$ cat src/rtl/stim_pkg.sv
// Shared types for the stimulus pulse decoder: FSM state, error-bit indices
// and the {cat, ano, dis} phase pattern.
package stim_pkg;

    typedef enum logic [3:0] {
        S_IDLE,
        S_LEAD,
        S_CAT,
        S_IPD,
        S_ANO,
        S_DDLY,
        S_DIS,
        S_TAIL,
        S_FAULT
    } stim_state_t;

    localparam int ERR_W        = 5;
    localparam int ERR_OVERLAP  = 0;
    localparam int ERR_ORDER    = 1;
    localparam int ERR_ABORT    = 2;
    localparam int ERR_IMBAL    = 3;
    localparam int ERR_FIELDCHG = 4;

    typedef struct packed {
        logic cat;
        logic ano;
        logic dis;
    } phase_t;

    function automatic logic multi_hot(input phase_t p);
        return (p.cat & p.ano) | (p.cat & p.dis) | (p.ano & p.dis);
    endfunction

endpackage

$ cat src/rtl/stim_pulse_decoder_if.sv
// Stimulus control bus plus the per-pulse report returned by the decoder.
interface stim_pulse_decoder_if #(
    parameter int CNT_W = 16,
    parameter int MAG_W = 5,
    parameter int CH_W  = 2
);
    // Handshake: no back-pressure; pulse_valid is a one-cycle strobe and the
    // report fields are valid with it and hold until the next strobe.
    logic             en;
    logic             cat;
    logic             ano;
    logic             dis;
    logic [CH_W-1:0]  ch_sel_u;
    logic [CH_W-1:0]  ch_sel_d;
    logic [MAG_W-1:0] mag;
    logic             err_clr;

    logic             pulse_valid;
    logic [CNT_W-1:0] cat_len;
    logic [CNT_W-1:0] ipd_len;
    logic [CNT_W-1:0] ano_len;
    logic [CNT_W-1:0] dis_len;
    logic [MAG_W-1:0] pulse_mag;
    logic [CH_W-1:0]  pulse_ch_u;
    logic [CH_W-1:0]  pulse_ch_d;
    logic [4:0]       pulse_err;
    logic [4:0]       err_sticky;
    logic [15:0]      pulse_cnt;
    stim_pkg::stim_state_t state;

    modport master (
        output en, cat, ano, dis, ch_sel_u, ch_sel_d, mag, err_clr,
        input  pulse_valid, cat_len, ipd_len, ano_len, dis_len, pulse_mag,
               pulse_ch_u, pulse_ch_d, pulse_err, err_sticky, pulse_cnt, state
    );

    modport slave (
        input  en, cat, ano, dis, ch_sel_u, ch_sel_d, mag, err_clr,
        output pulse_valid, cat_len, ipd_len, ano_len, dis_len, pulse_mag,
               pulse_ch_u, pulse_ch_d, pulse_err, err_sticky, pulse_cnt, state
    );

endinterface

$ cat src/rtl/stim_sat_counter.sv
// Phase-length counter: synchronous clear, count enable, sticks at all-ones.
module stim_sat_counter #(
    parameter int W = 16
) (
    input  logic         clk,
    input  logic         rst_n,
    input  logic         clr,
    input  logic         en,
    output logic [W-1:0] count
);

    always_ff @(posedge clk or negedge rst_n) begin
        if (!rst_n) begin
            count <= '0;
        end else if (clr) begin
            count <= '0;
        end else if (en && (count != {W{1'b1}})) begin
            count <= count + W'(1);
        end
    end

endmodule

$ cat src/rtl/stim_pulse_decoder.sv
// Biphasic pulse receiver: follows the phase sequence, measures each phase and
// emits a one-cycle report with an error bitmask at the end of every pulse.
module stim_pulse_decoder
    import stim_pkg::*;
#(
    parameter int CNT_W   = 16,
    parameter int MAG_W   = 5,
    parameter int CH_W    = 2,
    parameter int BAL_TOL = 2
) (
    input  logic                 clk,
    input  logic                 rst_n,
    stim_pulse_decoder_if.slave  bus
);

    logic             en_q, err_clr_q;
    phase_t           ph_q;
    logic [CH_W-1:0]  ch_u_q, ch_d_q, cap_ch_u, cap_ch_d;
    logic [MAG_W-1:0] mag_q, cap_mag;

    stim_state_t      state, state_next;
    logic             multi, any_ph;
    logic             start, report, abort, imbal, idle_act;
    logic             cat_en, ipd_en, ano_en, dis_en;
    logic [ERR_W-1:0] set_bits, err_acc, report_err;
    logic [CNT_W-1:0] cat_cnt, ipd_cnt, ano_cnt, dis_cnt, diff;

    logic             pulse_valid_r;
    logic [CNT_W-1:0] cat_len_r, ipd_len_r, ano_len_r, dis_len_r;
    logic [MAG_W-1:0] pulse_mag_r;
    logic [CH_W-1:0]  pulse_ch_u_r, pulse_ch_d_r;
    logic [ERR_W-1:0] pulse_err_r, err_sticky_r;
    logic [15:0]      pulse_cnt_r;

    always_ff @(posedge clk or negedge rst_n) begin
        if (!rst_n) begin
            en_q      <= 1'b0;
            ph_q      <= '0;
            ch_u_q    <= '0;
            ch_d_q    <= '0;
            mag_q     <= '0;
            err_clr_q <= 1'b0;
        end else begin
            en_q      <= bus.en;
            ph_q      <= '{cat: bus.cat, ano: bus.ano, dis: bus.dis};
            ch_u_q    <= bus.ch_sel_u;
            ch_d_q    <= bus.ch_sel_d;
            mag_q     <= bus.mag;
            err_clr_q <= bus.err_clr;
        end
    end

    always_ff @(posedge clk or negedge rst_n) begin
        if (!rst_n) state <= S_IDLE;
        else        state <= state_next;
    end

    assign multi  = multi_hot(ph_q);
    assign any_ph = ph_q.cat | ph_q.ano | ph_q.dis;

    // en_q low outranks overlap, which outranks the normal phase transitions.
    always_comb begin
        state_next = state;
        if (state == S_IDLE) begin
            if (en_q) state_next = S_LEAD;
        end else if (!en_q) begin
            state_next = S_IDLE;
        end else if (multi) begin
            state_next = S_FAULT;
        end else begin
            case (state)
                S_LEAD: if (ph_q.cat) state_next = S_CAT;
                        else if (any_ph) state_next = S_FAULT;
                S_CAT:  if (!any_ph) state_next = S_IPD;
                        else if (ph_q.ano) state_next = S_ANO;
                        else if (ph_q.dis) state_next = S_FAULT;
                S_IPD:  if (ph_q.ano) state_next = S_ANO;
                        else if (any_ph) state_next = S_FAULT;
                S_ANO:  if (!any_ph) state_next = S_DDLY;
                        else if (ph_q.dis) state_next = S_DIS;
                        else if (ph_q.cat) state_next = S_FAULT;
                S_DDLY: if (ph_q.dis) state_next = S_DIS;
                        else if (any_ph) state_next = S_FAULT;
                S_DIS:  if (!any_ph) state_next = S_TAIL;
                        else if (ph_q.cat || ph_q.ano) state_next = S_FAULT;
                S_TAIL: if (any_ph) state_next = S_FAULT;
                default: state_next = state;
            endcase
        end
    end

    // Counters key off the next state so the entry cycle of a phase counts as 1.
    always_comb begin
        start    = (state == S_IDLE) && en_q;
        report   = (state != S_IDLE) && !en_q;
        abort    = report && (state != S_TAIL) && (state != S_FAULT);
        idle_act = (state == S_IDLE) && any_ph;
        cat_en   = (state_next == S_CAT) && ph_q.cat;
        ipd_en   = (state_next == S_IPD);
        ano_en   = (state_next == S_ANO);
        dis_en   = (state_next == S_DIS);
        set_bits = '0;
        set_bits[ERR_OVERLAP]  = (state != S_IDLE) && en_q && multi;
        set_bits[ERR_ORDER]    = (state != S_IDLE) && (state != S_FAULT) && en_q &&
                                 !multi && (state_next == S_FAULT);
        set_bits[ERR_FIELDCHG] = (state != S_IDLE) && en_q &&
                                 ((mag_q != cap_mag) || (ch_u_q != cap_ch_u) ||
                                  (ch_d_q != cap_ch_d));
    end

    always_comb begin
        diff  = (cat_cnt >= ano_cnt) ? (cat_cnt - ano_cnt) : (ano_cnt - cat_cnt);
        imbal = diff > CNT_W'(BAL_TOL);
        report_err = err_acc;
        report_err[ERR_ABORT] = err_acc[ERR_ABORT] | abort;
        report_err[ERR_IMBAL] = err_acc[ERR_IMBAL] | imbal;
    end

    stim_sat_counter #(.W(CNT_W)) u_cat_cnt (.clk(clk), .rst_n(rst_n), .clr(start), .en(cat_en), .count(cat_cnt));
    stim_sat_counter #(.W(CNT_W)) u_ipd_cnt (.clk(clk), .rst_n(rst_n), .clr(start), .en(ipd_en), .count(ipd_cnt));
    stim_sat_counter #(.W(CNT_W)) u_ano_cnt (.clk(clk), .rst_n(rst_n), .clr(start), .en(ano_en), .count(ano_cnt));
    stim_sat_counter #(.W(CNT_W)) u_dis_cnt (.clk(clk), .rst_n(rst_n), .clr(start), .en(dis_en), .count(dis_cnt));

    always_ff @(posedge clk or negedge rst_n) begin
        if (!rst_n) begin
            cap_mag  <= '0;
            cap_ch_u <= '0;
            cap_ch_d <= '0;
            err_acc  <= '0;
        end else if (start) begin
            cap_mag  <= mag_q;
            cap_ch_u <= ch_u_q;
            cap_ch_d <= ch_d_q;
            err_acc  <= '0;
        end else begin
            err_acc  <= err_acc | set_bits;
        end
    end

    always_ff @(posedge clk or negedge rst_n) begin
        if (!rst_n) begin
            pulse_valid_r <= 1'b0;
            cat_len_r     <= '0;
            ipd_len_r     <= '0;
            ano_len_r     <= '0;
            dis_len_r     <= '0;
            pulse_mag_r   <= '0;
            pulse_ch_u_r  <= '0;
            pulse_ch_d_r  <= '0;
            pulse_err_r   <= '0;
            pulse_cnt_r   <= '0;
            err_sticky_r  <= '0;
        end else begin
            pulse_valid_r <= report;
            if (report) begin
                cat_len_r    <= cat_cnt;
                ipd_len_r    <= ipd_cnt;
                ano_len_r    <= ano_cnt;
                dis_len_r    <= dis_cnt;
                pulse_mag_r  <= cap_mag;
                pulse_ch_u_r <= cap_ch_u;
                pulse_ch_d_r <= cap_ch_d;
                pulse_err_r  <= report_err;
                pulse_cnt_r  <= pulse_cnt_r + 16'd1;
            end
            // A clear loses to bits arriving in the same cycle.
            err_sticky_r <= (err_clr_q ? '0 : err_sticky_r) |
                            (report ? report_err : '0) |
                            (idle_act ? ERR_W'(1 << ERR_ORDER) : '0);
        end
    end

    assign bus.pulse_valid = pulse_valid_r;
    assign bus.cat_len     = cat_len_r;
    assign bus.ipd_len     = ipd_len_r;
    assign bus.ano_len     = ano_len_r;
    assign bus.dis_len     = dis_len_r;
    assign bus.pulse_mag   = pulse_mag_r;
    assign bus.pulse_ch_u  = pulse_ch_u_r;
    assign bus.pulse_ch_d  = pulse_ch_d_r;
    assign bus.pulse_err   = pulse_err_r;
    assign bus.err_sticky  = err_sticky_r;
    assign bus.pulse_cnt   = pulse_cnt_r;
    assign bus.state       = state;

endmodule

$ cat src/flat_wrapper.sv
// flat-port wrapper written by rule: the top's interface ports become plain ports
module stim_pulse_decoder_flat import stim_pkg::*;
#(
    parameter int CNT_W   = 16,
    parameter int MAG_W   = 5,
    parameter int CH_W    = 2,
    parameter int BAL_TOL = 2
)
  (clk, rst_n, bus_en, bus_cat, bus_ano, bus_dis, bus_ch_sel_u, bus_ch_sel_d, bus_mag, bus_err_clr, bus_pulse_valid, bus_cat_len, bus_ipd_len, bus_ano_len, bus_dis_len, bus_pulse_mag, bus_pulse_ch_u, bus_pulse_ch_d, bus_pulse_err, bus_err_sticky, bus_pulse_cnt, bus_state);
  stim_pulse_decoder_if #(.CNT_W(CNT_W), .MAG_W(MAG_W), .CH_W(CH_W)) bus_i ();
  input  logic clk;
  input  logic rst_n;
  input wire logic [$bits(bus_i.en)-1:0] bus_en;
  input wire logic [$bits(bus_i.cat)-1:0] bus_cat;
  input wire logic [$bits(bus_i.ano)-1:0] bus_ano;
  input wire logic [$bits(bus_i.dis)-1:0] bus_dis;
  input wire logic [$bits(bus_i.ch_sel_u)-1:0] bus_ch_sel_u;
  input wire logic [$bits(bus_i.ch_sel_d)-1:0] bus_ch_sel_d;
  input wire logic [$bits(bus_i.mag)-1:0] bus_mag;
  input wire logic [$bits(bus_i.err_clr)-1:0] bus_err_clr;
  output wire logic [$bits(bus_i.pulse_valid)-1:0] bus_pulse_valid;
  output wire logic [$bits(bus_i.cat_len)-1:0] bus_cat_len;
  output wire logic [$bits(bus_i.ipd_len)-1:0] bus_ipd_len;
  output wire logic [$bits(bus_i.ano_len)-1:0] bus_ano_len;
  output wire logic [$bits(bus_i.dis_len)-1:0] bus_dis_len;
  output wire logic [$bits(bus_i.pulse_mag)-1:0] bus_pulse_mag;
  output wire logic [$bits(bus_i.pulse_ch_u)-1:0] bus_pulse_ch_u;
  output wire logic [$bits(bus_i.pulse_ch_d)-1:0] bus_pulse_ch_d;
  output wire logic [$bits(bus_i.pulse_err)-1:0] bus_pulse_err;
  output wire logic [$bits(bus_i.err_sticky)-1:0] bus_err_sticky;
  output wire logic [$bits(bus_i.pulse_cnt)-1:0] bus_pulse_cnt;
  output wire logic [$bits(bus_i.state)-1:0] bus_state;
  assign bus_i.en = bus_en;
  assign bus_i.cat = bus_cat;
  assign bus_i.ano = bus_ano;
  assign bus_i.dis = bus_dis;
  assign bus_i.ch_sel_u = bus_ch_sel_u;
  assign bus_i.ch_sel_d = bus_ch_sel_d;
  assign bus_i.mag = bus_mag;
  assign bus_i.err_clr = bus_err_clr;
  assign bus_pulse_valid = bus_i.pulse_valid;
  assign bus_cat_len = bus_i.cat_len;
  assign bus_ipd_len = bus_i.ipd_len;
  assign bus_ano_len = bus_i.ano_len;
  assign bus_dis_len = bus_i.dis_len;
  assign bus_pulse_mag = bus_i.pulse_mag;
  assign bus_pulse_ch_u = bus_i.pulse_ch_u;
  assign bus_pulse_ch_d = bus_i.pulse_ch_d;
  assign bus_pulse_err = bus_i.pulse_err;
  assign bus_err_sticky = bus_i.err_sticky;
  assign bus_pulse_cnt = bus_i.pulse_cnt;
  assign bus_state = bus_i.state;
  stim_pulse_decoder #(.CNT_W(CNT_W), .MAG_W(MAG_W), .CH_W(CH_W), .BAL_TOL(BAL_TOL)) u_core (.clk(clk), .rst_n(rst_n), .bus(bus_i));
endmodule
$ cat config.mk
export PLATFORM = sky130hd
export DESIGN_NAME = stim_pulse_decoder_flat
export DESIGN_NICKNAME = d
export VERILOG_FILES = /design/src/rtl/stim_pkg.sv /design/src/rtl/stim_pulse_decoder_if.sv /design/src/rtl/stim_sat_counter.sv /design/src/rtl/stim_pulse_decoder.sv /design/src/flat_wrapper.sv
export SDC_FILE = /design/constraint.sdc
export NUM_CORES = 1
export LEC_CHECK = 0
export CORE_MARGIN = 5
export CORE_UTILIZATION = 61
export DETAILED_ROUTE_END_ITERATION = 7
export MAX_ROUTING_LAYER = met4
export PLACE_DENSITY = 0.86
export SKIP_CTS_REPAIR_TIMING = 1
export SLEW_MARGIN = 20
export SYNTH_ARGS = -nofsm -noshare
export SYNTH_HDL_FRONTEND = slang
export SYNTH_SLANG_ARGS = --single-unit
$ cat constraint.sdc
create_clock -name clk -period 9.89 [get_ports clk]
set_clock_uncertainty 0.15 [all_clocks]
set_input_delay 1.4835 -clock clk [delete_from_list [all_inputs] [get_ports clk]]
set_output_delay 1.4835 -clock clk [all_outputs]
set_load 0.05 [all_outputs]
# Word level (Yosys, flattened, before mapping)
# Cells that the tools add are included.
# Widths: inputs -> output; s select.
totals:
  out_inout_bits: 104
  reg_bits: 196
  input_bits: 16
  word_cells: 128
op_classes:
  n_mux: 30
  add_sub_neg: 7
  n_reduce_logical: 28
  order_cmp: 2
  n_eq_ne: 21
  n_bitwise: 12
ops:
  columns: ["operator", "count"]
  rows:
  - ["$mux 16", 9]
  - ["$add 16x1->16 const B", 5]
  - ["$mux 4", 16]
  - ["$ne 16x16->1 const B", 4]
  - ["$sub 16x16->16", 2]
  - ["$pmux 4 s7", 1]
  - ["$eq 4x3->1 const B", 6]
  - ["$logic_and 1x1->1", 17]
  - ["$eq 4x2->1 const B", 4]
  - ["$ge 16x16->1", 1]
  - ["$gt 16x2->1 const B", 1]
  - ["$mux 5", 3]
  - ["$or 5x5->5", 3]
  - ["$reduce_bool 2->1", 4]
  - ["$or 1x1->1", 6]
  - ["$ne 5x5->1", 1]
  - ["$eq 4x1->1 const B", 1]
  - ["$eq 4x4->1 const B", 1]
  - ["$logic_not 4->1", 1]
  - ["$ne 2x2->1", 2]
  - ["$ne 4x3->1 const B", 1]
  - ["$ne 4x4->1 const B", 1]
  - ["$reduce_bool 4->1", 1]
  - ["$and 1x1->1", 3]
  - ["other kinds (3)", 6]

# Depth between registers and ports, before layout
depth:
  word_depth: 13
  ltp_mapped: 14
  mapped_depth_nobuf: 13

# Cells and area by module
# Synthesis repeated with hierarchy kept, for this count alone.
hier_totals:
  cells_unflattened: 1143
  area_unflattened_um2: 10467.5
by_module_without_submodules:
  columns: ["module", "seq_area_each_um2", "cells_each", "n_inst", "area_per_inst_um2"]
  rows:
  - ["stim_pulse_decoder", 3253.1, 753, 1, 6740.2]
  - ["stim_sat_counter at u_core.u_ano_cnt ...", 400.4, 98, 3, 942.2]
  - ["stim_sat_counter at u_core.u_ipd_cnt", 400.4, 96, 1, 900.9]

# Worst setup path after synthesis
# No wires, ideal clock.
synth_path:
  path_type: "register to register"
  start: "reg u_core.u_ano_cnt.count[10]"
  end: "reg u_core.err_sticky_r[3] (netlist: u_core.bus.err_sticky[3])"
  path_slack_ns: 6.522
  n_path_buf: 2
  required_ns: 9.601
  path_stages_with_launch: 14
  period_less_slack_ns: 3.368
  setup_ns: 0.139
  t_arrival_ns: 3.079
  cell_sequence: "dfrtp_1 -> inv_1 -> ha_1 -> clkbuf_1 -> and4_1 -> o2111ai_1 -> a311o_1 -> and2_1 -> clkbuf_1 -> or4_1 -> a21oi_1 -> o2111ai_1 -> nor4_1 -> a31oi_1"
synth_via:
  elab_chain_len: 7
  word_cells_on_any_way: 9
  classes_between: "add/sub (2); order compare (2); mux (2); bitwise (3)"
synth_lines:
  columns: ["element", "line_no", "source"]
  rows:
  - ["start: declaration", "stim_sat_counter.sv:9", "output logic [W-1:0] count"]
  - ["start signal: assignment", "stim_sat_counter.sv:18", "count <= count + W'(1);"]
  - ["$sub 16x16->16 / $ge 16x16->1 (equally long branches)", "stim_pulse_decoder.sv:112", "diff = (cat_cnt >= ano_cnt) ? (cat_cnt - ano_cnt) : (ano_cnt - cat_cnt);"]
  - ["$mux 16 *", "stim_pulse_decoder.sv:112", null]
  - ["$gt 16x2->1 *", "stim_pulse_decoder.sv:113", "imbal = diff > CNT_W'(BAL_TOL);"]
  - ["$or 1x1->1 *", "stim_pulse_decoder.sv:116", "report_err[ERR_IMBAL] = err_acc[ERR_IMBAL] | imbal;"]
  - ["$mux 5 *", "stim_pulse_decoder.sv:168", "(report ? report_err : '0) |"]
  - ["$or 5x5->5 *", "stim_pulse_decoder.sv:167", "err_sticky_r <= (err_clr_q ? '0 : err_sticky_r) |"]
  - ["$or 5x5->5 *", "stim_pulse_decoder.sv:168", null]
  - ["end signal: assignment", "stim_pulse_decoder.sv:167", null]
  - ["end: declaration", "stim_pulse_decoder.sv:32", "logic [ERR_W-1:0] pulse_err_r, err_sticky_r;"]
# Every way passes the cells marked *; elsewhere a longest branch is shown, timed or not.
# A chain may end at the register's enable or synchronous reset.

# Final worst setup path
layout_path:
  start: "reg u_core.u_ano_cnt.count[12]"
  end: "reg u_core.pulse_err_r[3] (netlist: u_core.bus.pulse_err[3])"
layout_via:
  elab_chain_len: 4
  word_cells_on_any_way: 6
  classes_between: "add/sub (2); order compare (2); mux (1); bitwise (1)"
layout_lines:
  columns: ["element", "line_no", "source"]
  rows:
  - ["$sub 16x16->16 / $ge 16x16->1 (equally long branches)", "stim_pulse_decoder.sv:112", null]
  - ["$mux 16 *", "stim_pulse_decoder.sv:112", null]
  - ["$gt 16x2->1 *", "stim_pulse_decoder.sv:113", null]
  - ["$or 1x1->1 *", "stim_pulse_decoder.sv:116", null]
  - ["end signal: assignment", "stim_pulse_decoder.sv:163", "pulse_err_r <= report_err;"]
  - ["end: declaration", "stim_pulse_decoder.sv:32", null]
# Marks and branches as above.

==> results.md <==
* Skew-Pair Late Insertion Delay at 440 ps
* Final cycle utilization of the critical path at 37.9%
* Average wire per standard cell at 17.7 um
* Placed wire-length estimate at 17.2 mm
* Max frequency at 267 MHz
* Complex-gate fraction of the synthesized area at 11.2%
* XOR/XNOR share of the synthesized area at 7.68%
* Fin Setup TNS at 0 ps
* Register area at 4850 um^2
* P&R area growth vs syn at 19.8%
* Routed Antenna Nets at 0
* Layout Nets at 1199
* Slew Limit Fails at 0
* Die area at 18700 um^2
* Worst path required time at 10040 ps
* Residual DRC at 0
* Filler cells at 1121
* Setup crit start kind: flop
* Final Non-Filler Cells at 1374
* R2R cell count at 11
* Hold Path Cell Cnt at 1
* Post-synthesis register bit count at 194
* Clock Root Buffer: clkbuf_16
* Synth async-reset ratio at 100%
* Vias in the first global route at 7736
* Worst Path Max Fanout at 11
* GRT Overall Usage at 27.7%
* Power per cell area at 190 nW/um^2
* Post-synthesis simple-gate area fraction at 20.7%
* Post-synth cell types at 64
* Max Root-Sink Buffers at 2
* Post-synthesis mux area share at 1.77%
* Inst Count DP at 1342
* Clk pin slew, worst setup/hold paths at 70 ps
* Largest family of logic cells by synthesized area: simple AND/OR/NAND/NOR gates
* First DRT Iteration DRCs at 783
* HP Class: flop to flop
* P_leak at 0.00534 uW
* Gpl congestion at 0.969
* Post-Syn Area per Cell at 9.37 um^2
* Mapped Cells at 1046
* Via count at 7947
* Sink Count at 194
* DR vias/cell at 5.78
* FP Rows at 46
* Global-route wire length before repair at 39.8 mm
* Max_slew headroom at 29.3%
* Port bufs at 119
* # setup viols final at 0
* Number of max-cap violations at 0
* YS warnings at 0
* Setup crit end kind: flop
* Die Ht at 137 um
* Layout cell share with drive strength beyond 1 at 5.70%
* CTS buffer count at 17
* Most frequent cells in the layout: nand2_1 (215), dfrtp_1 (194), clkdlybuf4s50_1 (118)
* Pin count of the biggest net entering global routing at 118
* Core area at 15800 um^2
* Tmin final at 3750 ps
* Worst IR Drop VDD at 136 uV
* H-tree lvl count at 4
* Worst slew pin tran at 1050 ps
* Total Routed Length at 24.4 mm
* First-pass DRT Iterations at 6
* Initial core utilization at 61.9%
* Multi-input gate area at 4570 um^2
* Most common cell after layout, fill and taps aside: nand2_1
* EDFF count, synth at 0
* Adder-cell share of the synthesized area at 5.12%
* RSZ-0062 raised after global routing: no
* Endpoints failing hold at 0
* Mapped Nets at 1100
* Top FF cell, synth: dfrtp_1
* Post-synthesis sequential area ratio at 49.5%
* Mapped Area at 9800 um^2
* Top Ports at 120
* Outcome: complete, no violations
* # diodes at 0
* CP Class: flop to flop
* Antenna violations before repair at 0
* Die span in x at 137 um
* CTS tree: done
* Critical Path AT at 3900 ps
* Total congestion overflow at 0
[where the power goes]
part           internal, uW  leakage [uW]  switching, uW  total [uW]
Sequential              864       0.00261           63.8         928
Clock                   364      0.000300            345         709
Combinational           195       0.00243            397         592
Total                  1420       0.00534            806        2230
[kinds of logic (layout without fill, tap and decap cells)]
family                   after synthesis  in the layout
adder cells (fa/ha/maj)               39             39
AND/OR/NAND/NOR                      441            441
buffers and inverters                 96            208
flip-flops                           194            194
XOR/XNOR                              86             86
AO/OA/AOI/OAI                        174            174
multiplexers                          16             16
[cells in the mapped netlist, types with 7 or more instances]
library cell	number	area, um^2
clkbuf_1	37	139
inv_1	49	184
and3_1	12	75.1
nor4_1	9	56.3
nor2_1	86	323
nand3_1	29	145
nand2_1	215	807
nor3_1	12	60.1
o21ai_0	61	305
or3_1	13	81.3
mux2_2	11	124
a21oi_1	41	205
nand4_1	23	144
and4_1	8	70.1
dfrtp_1	194	4850
a31oi_1	11	68.8
nand2b_1	9	56.3
a211oi_1	7	52.6
a21o_1	7	52.6
ha_1	36	450
xor2_1	35	307
xnor2_1	51	447
[layout make-up]
type | count | area share, %
sequential | 194 | 41.3
multi-input combinational | 756 | 38.9
timing repair buffer | 125 | 10.6
clock buffer | 17 | 3.62
tap | 216 | 2.30
clock inverter | 15 | 1.67
inverter | 51 | 1.63
[worst max-delay path: stages, from the launching register on]
cell and delay (ps):
dfrtp_1 400, inv_1 100, ha_1 500, nand4_1 250, o41ai_1 470, a211oi_1 140, and2_1 310, or4_1 560
a21oi_1 150, o2111ai_1 140, nor4_1 300, a31oi_1 140
[final timing paths]
check | start | to | slack [ps]
max | u_core.u_ano_cnt.count[12] | u_core.bus.pulse_err[3] | 6140
min | u_core.bus.pulse_cnt[15] | u_core.bus.pulse_cnt[15] | 320
max reg2reg | u_core.u_ano_cnt.count[12] | u_core.bus.pulse_err[3] | 6140
min reg2reg | u_core.bus.pulse_cnt[15] | u_core.bus.pulse_cnt[15] | 320
max in group asynchronous | rst_n | u_core.bus.pulse_mag[3] | 7120
min in group asynchronous | rst_n | u_core.bus.ipd_len[8] | 1010
[metrics by stage]
step                      utilization, %  total power (uW)  cell area, um^2  hold WS [ps]  worst slack [ps]
final                               74.2              2230            11700           323              6140
after detailed placement            70.3              1530            11100           311              6210
after CTS                           74.2              2230            11700           327              6190
after global routing                74.2              2320            11700           336              5810
after floorplan                        -              1330             9800           303              6520
after global placement              70.3              1520            11100           309              6330
[routing by layer]
layer / share of wire, % / vias up / track usage (%)
met5: 0 / - / -
met3: 7.1 / 32 / 4.96
met1: 45 / 3885 / 39.7
met2: 46 / 273 / 41.5
li1: - / 3757 / -
met4: 1.5 / 0 / 6.93
[state kept, by name, indices dropped and copies added (netlist names), 16 cells and up]
name and cells:
u_core.bus.dis_len 16, u_core.bus.ano_len 16, u_core.u_ipd_cnt.count 16, u_core.u_dis_cnt.count 16, u_core.u_cat_cnt.count 16, u_core.bus.pulse_cnt 16
u_core.u_ano_cnt.count 16, u_core.bus.cat_len 16, u_core.bus.ipd_len 16
Power figures use the tool's default switching activity.
